[src/rtl/grant_window_pkg.sv]
// Shared types and sizing helpers for the bus-grant acquisition-window controller.
package grant_window_pkg;

    typedef enum logic [1:0] {
        IDLE    = 2'd0,
        WAIT    = 2'd1,
        OWN     = 2'd2,
        BACKOFF = 2'd3
    } state_e;

    localparam int unsigned TIMEOUT_CYCLES_DEF = 63;

    function automatic int unsigned cnt_width(input int unsigned timeout_cycles);
        return $clog2(timeout_cycles + 1);
    endfunction

endpackage

[src/rtl/grant_window_cnt.sv]
// Window age counter: synchronous clear, enabled increment, sticks at the terminal count.
module grant_window_cnt
    import grant_window_pkg::*;
#(
    parameter int unsigned TIMEOUT_CYCLES = TIMEOUT_CYCLES_DEF,
    parameter int unsigned CW             = cnt_width(TIMEOUT_CYCLES)
) (
    input  logic          clk,
    input  logic          rst_n,
    input  logic          clear,
    input  logic          en,
    output logic [CW-1:0] cnt,
    output logic          tc
);

    assign tc = (cnt == CW'(TIMEOUT_CYCLES));

    // Holding at the terminal count keeps the counter from ever wrapping.
    always_ff @(posedge clk or negedge rst_n) begin
        if (!rst_n) begin
            cnt <= '0;
        end else if (clear) begin
            cnt <= '0;
        end else if (en && !tc) begin
            cnt <= cnt + CW'(1);
        end
    end

endmodule

[src/rtl/grant_window_ctrl.sv]
// Bus-grant controller: raises grant on req, then reports frame acquisition or
// window timeout, and keeps a saturating count of timeouts.
module grant_window_ctrl
    import grant_window_pkg::*;
#(
    parameter int unsigned TIMEOUT_CYCLES = TIMEOUT_CYCLES_DEF,
    parameter int unsigned STAT_W         = 8
) (
    input  logic              clk,
    input  logic              rst_n,
    input  logic              req,
    input  logic              frame,
    output logic              grant,
    output logic              aquired,
    output logic              time_out,
    output logic [STAT_W-1:0] to_count
);

    localparam int unsigned CW = cnt_width(TIMEOUT_CYCLES);

    state_e        state;
    state_e        state_next;
    logic [CW-1:0] cnt;
    logic          cnt_tc;
    logic          cnt_clear;
    logic          cnt_en;

    // Counter sits at zero everywhere outside WAIT, so the first grant cycle sees cnt=0.
    assign cnt_clear = (state != WAIT);
    assign cnt_en    = (state == WAIT);

    grant_window_cnt #(
        .TIMEOUT_CYCLES (TIMEOUT_CYCLES),
        .CW             (CW)
    ) u_cnt (
        .clk   (clk),
        .rst_n (rst_n),
        .clear (cnt_clear),
        .en    (cnt_en),
        .cnt   (cnt),
        .tc    (cnt_tc)
    );

    always_ff @(posedge clk or negedge rst_n) begin
        if (!rst_n) begin
            state <= IDLE;
        end else begin
            state <= state_next;
        end
    end

    // A claim at cnt==0 is ignored; a claim at the terminal count beats expiry.
    always_comb begin
        state_next = state;
        unique case (state)
            IDLE:    if (req) state_next = WAIT;
            WAIT: begin
                if (frame && (cnt != '0)) begin
                    state_next = OWN;
                end else if (!frame && cnt_tc) begin
                    state_next = BACKOFF;
                end
            end
            OWN:     if (!frame) state_next = IDLE;
            BACKOFF: state_next = IDLE;
            default: state_next = IDLE;
        endcase
    end

    always_comb begin
        aquired  = 1'b0;
        time_out = 1'b0;
        if (state == WAIT) begin
            aquired  = frame && (cnt != '0);
            time_out = !frame && cnt_tc;
        end
    end

    // Grant is registered from the next state so it tracks WAIT/OWN with no extra lag.
    always_ff @(posedge clk or negedge rst_n) begin
        if (!rst_n) begin
            grant <= 1'b0;
        end else begin
            grant <= (state_next == WAIT) || (state_next == OWN);
        end
    end

    always_ff @(posedge clk or negedge rst_n) begin
        if (!rst_n) begin
            to_count <= '0;
        end else if (time_out && (to_count != '1)) begin
            to_count <= to_count + STAT_W'(1);
        end
    end

endmodule

[config.mk]
export PLATFORM = sky130hd
export DESIGN_NAME = grant_window_ctrl
export DESIGN_NICKNAME = d
export VERILOG_FILES = /design/src/rtl/grant_window_pkg.sv /design/src/rtl/grant_window_cnt.sv /design/src/rtl/grant_window_ctrl.sv
export SDC_FILE = /design/constraint.sdc
export NUM_CORES = 1
export LEC_CHECK = 0
export CELL_PAD_IN_SITES_DETAIL_PLACEMENT = 1
export CELL_PAD_IN_SITES_GLOBAL_PLACEMENT = 1
export CORE_MARGIN = 2
export CORE_UTILIZATION = 40
export DETAILED_ROUTE_END_ITERATION = 16
export PLACE_DENSITY_LB_ADDON = 0.05
export SLEW_MARGIN = 20
export SYNTH_ARGS = -nofsm -noshare
export SYNTH_HDL_FRONTEND = slang
export SYNTH_HIERARCHICAL = 1
export SYNTH_SLANG_ARGS = --single-unit
[constraint.sdc]
create_clock -name clk -period 2.5 [get_ports clk]
set_input_delay 0.25 -clock clk [delete_from_list [all_inputs] [get_ports clk]]
set_output_delay 0.25 -clock clk [all_outputs]
set_load 0.01 [all_outputs]
==> metrics.yaml <==
outcome:
  status: "completed"
setup_path:
  regToRegSetupSlack_ps: 580
  worstPathCellList: "ha_2, nand2_4, nor2b_4, nand4bb_4, inv_2, clkdlybuf4s50_1"
  arrival_ps: 2120
  crit_fanout: 7
  worstSetupPathType: "flip-flop to primary output"
  r2r_end: "to_count[7]"
  r2r_cells: 6
  critPathSlowestCell: "clkdlybuf4s50_1"
  r2r-start: "u_cnt/cnt[0]"
  end_kind: "primary output"
  required_ps: 2250
  worstSetupStartpointType: "flip-flop"
  crit_path_start: "u_cnt/cnt[0]"
  critPathMaxStageDelay_ps: 540
timing:
  period_share: 0.947
  tns_ps: 0
  slew_headroom: 0.495
  fin_crit_ps: 2370
  finalHoldWorstSlack_ps: 384
  slew_violations: 0
  fin_worst_skew_ps: 12.5
  report.final.hold_viol_count: 0
  finalWorstSetupSlack_ps: 131
  tightestPinTransition_ps: 755
  grt_setup_unrepaired: "no"
  setup_viol: 0
  max_freq_mhz: 422
clock_network:
  cts_sinks: 17
  htree_levels: 1
  cts_buffers: 3
  clkSlewWorstSetupHoldPaths_ps: 110
  cts_root_buffer: "clkbuf_4"
  tritoncts: "done"
  clk_path_buf_depth: 2
  cts-hold-fix-buffers: 0
  cts_setup_buffers: 0
  clock_latency_ps: 300
drt:
  drc_errors: 0
  wl_per_cell_um: 15.3
  drtAntennaViolNets: 0
  drt_iter0_drc: 9
  vias_per_cell: 5.72
  routed_wl_um: 2120
  dr.pass1.iters: 4
  via_count: 790
cells_and_area:
  nNetsFinal: 117
  n_antenna_cell: 0
  area_growth_pct: 19.9
  fin_area_um2: 1160
  drive_gt1_frac: 0.164
power_and_ir_drop:
  power_switching_mw: 0.332
  comb_power_share: 0.385
  pwr-share-clk: 0.179
  seq_power_share: 0.436
  power_mw: 0.861
  power.internal_mw: 0.529
  p_leak_nw: 0.467
  ir_worst_vdd_mv: 0.364
  power_density_nw_per_um2: 741
  switching_share: 0.385
synthesis:
  yosysWarnings: 6
  synth_edf_count: 0
  syn_area_um2: 968
  synth_nets: 100
  syn_inst: 94
  synth_seq_cells: 17
  synth_top_cell_by_area: "dfrtp_1"
  yosysSeqAreaShare: 0.439
  async_flop_share: 1.00
  yosys.area.top_type_share: 0.439
  synth_area_per_cell_um2: 10.3
  synth_area_leaders: "dfrtp_1 44%, nand2_1 3.5%, mux2_2 3.5%"
  yosys.cell_types.count: 41
  synth_ff_type: "dfrtp_1"
floorplan:
  io_pins: 15
  die_area_um2: 2830
  core_area_um2: 2250
  rows: 17
  die_width_um: 53.2
  die_h_um: 53.2
  initial_core_util: 0.430
place:
  port_buffers: 14
  place_ws_ps: 365
  routabilityCongestion: 0.809
  placed_area_um2: 1120
  dpl.hpwl_um: 1540
flow_run:
  maxCapViolCount: 0
global_routing:
  grt_pass1_vias: 760
  antenna_found_initial: 0
  grt_pass1_wl_um: 3660
  grt_usage: 0.181
  grt_max_degree: 18
  gr-total-overflow: 0
min_path:
  hold_class: "primary input to async pin"
kinds of logic (layout without fill, tap and decap cells):
logic type | Yosys count | in the layout | share of synthesized area
AOI/OAI and AO/OA | 20 | 20 | 0.155
xor gates and xnor gates | 1 | 1 | 0.00905
adders and majority gates | 2 | 2 | 0.0258
buffers and inverters | 10 | 26 | 0.0504
DFF | 17 | 17 | 0.439
muxes | 5 | 5 | 0.0568
and+or+nand+nor | 39 | 39 | 0.264
area by class of cell:
cell class	instances	area, µm²
Sequential cell	17	425
Multi-Input combinational cell	67	500
Fill cell	259	1090
Clock buffer	4	26.3
Timing Repair Buffer	14	140
Inverter	8	33.8
Tap cell	28	35.0
stage by stage:
stage | cells | util
6_report | 138 | 0.515
5_1_grt | 138 | 0.515
4_1_cts | 138 | 0.511
2_1_floorplan | 94 | -
3_5_place_dp | 134 | 0.499
3_3_place_gp | 134 | 0.499
power groups by stage:
stage	registers (mW)	logic (mW)	clock network, mW
2_1_floorplan	0.368	0.227	0
3_3_place_gp	0.376	0.302	0
3_5_place_dp	0.379	0.306	0
4_1_cts	0.374	0.307	0.162
5_1_grt	0.384	0.368	0.168
6_report	0.375	0.332	0.154
synthesized netlist by cell type, types with 2 or more instances:
cell type,count
o21bai_1,2
a21oi_1,3
and3_1,2
nand3_1,3
inv_1,7
a31oi_1,2
nor3_1,4
ha_1,2
nand4_1,4
mux2_2,3
nor3b_1,3
nand2_1,9
dfrtp_1,17
nor2_1,4
o211ai_1,2
nand4b_1,2
placed cells by master, fill, tap and decap left out, types with 2 or more instances in the layout:
cell type and count:
o21bai_1 2, nor2_1 4, nand4b_1 2, nor3_1 4, inv_1 6, clkbuf_4 3
o211ai_1 2, clkdlybuf4s50_1 14, nand4_1 4, mux2_2 3, nor3b_1 3, nand3_1 3
and3_1 2, dfrtp_1 17, nand2_1 9, a31oi_1 2, a21oi_1 3
layer usage:
| metal | vias to the layer above | track usage | wire length [µm] |
|---|---|---|---|
| met5 | - | 0 | 0 |
| met2 | 10 | 0.247 | 902 |
| met4 | 0 | 0.0983 | 33 |
| met1 | 395 | 0.267 | 1110 |
| li1 | 381 | - | - |
| met3 | 4 | 0.0282 | 68 |
flip-flops by register name, summed over array words and instances (netlist names):
signal     cells
to_count       8
u_cnt/cnt      6
state          2
grant          1
critical path: cells and delay by family, from the launching register on:
family        cells  cell delay, ps
fa+ha+maj         1             270
simple gates      3             440
flops             1             450
buf+inv           2             670
worst max-delay path by stage:
stage                        to  slack, ps  cells after the start
CTS                     aquired         10                      4
detailed placement      aquired        360                      4
global route           time_out          6                      5
floorplan           to_count[7]        760                      6
global placement        aquired        370                      4
finish                 time_out        130                      6
what timing repair did:
item / 4_1_cts / 5_1_grt
endpoints found under the hold margin: 0 / 0
setup endpoints to repair: 0 / 2
gates resized for setup: 0 / 3
(Power assumes the default switching activity.)
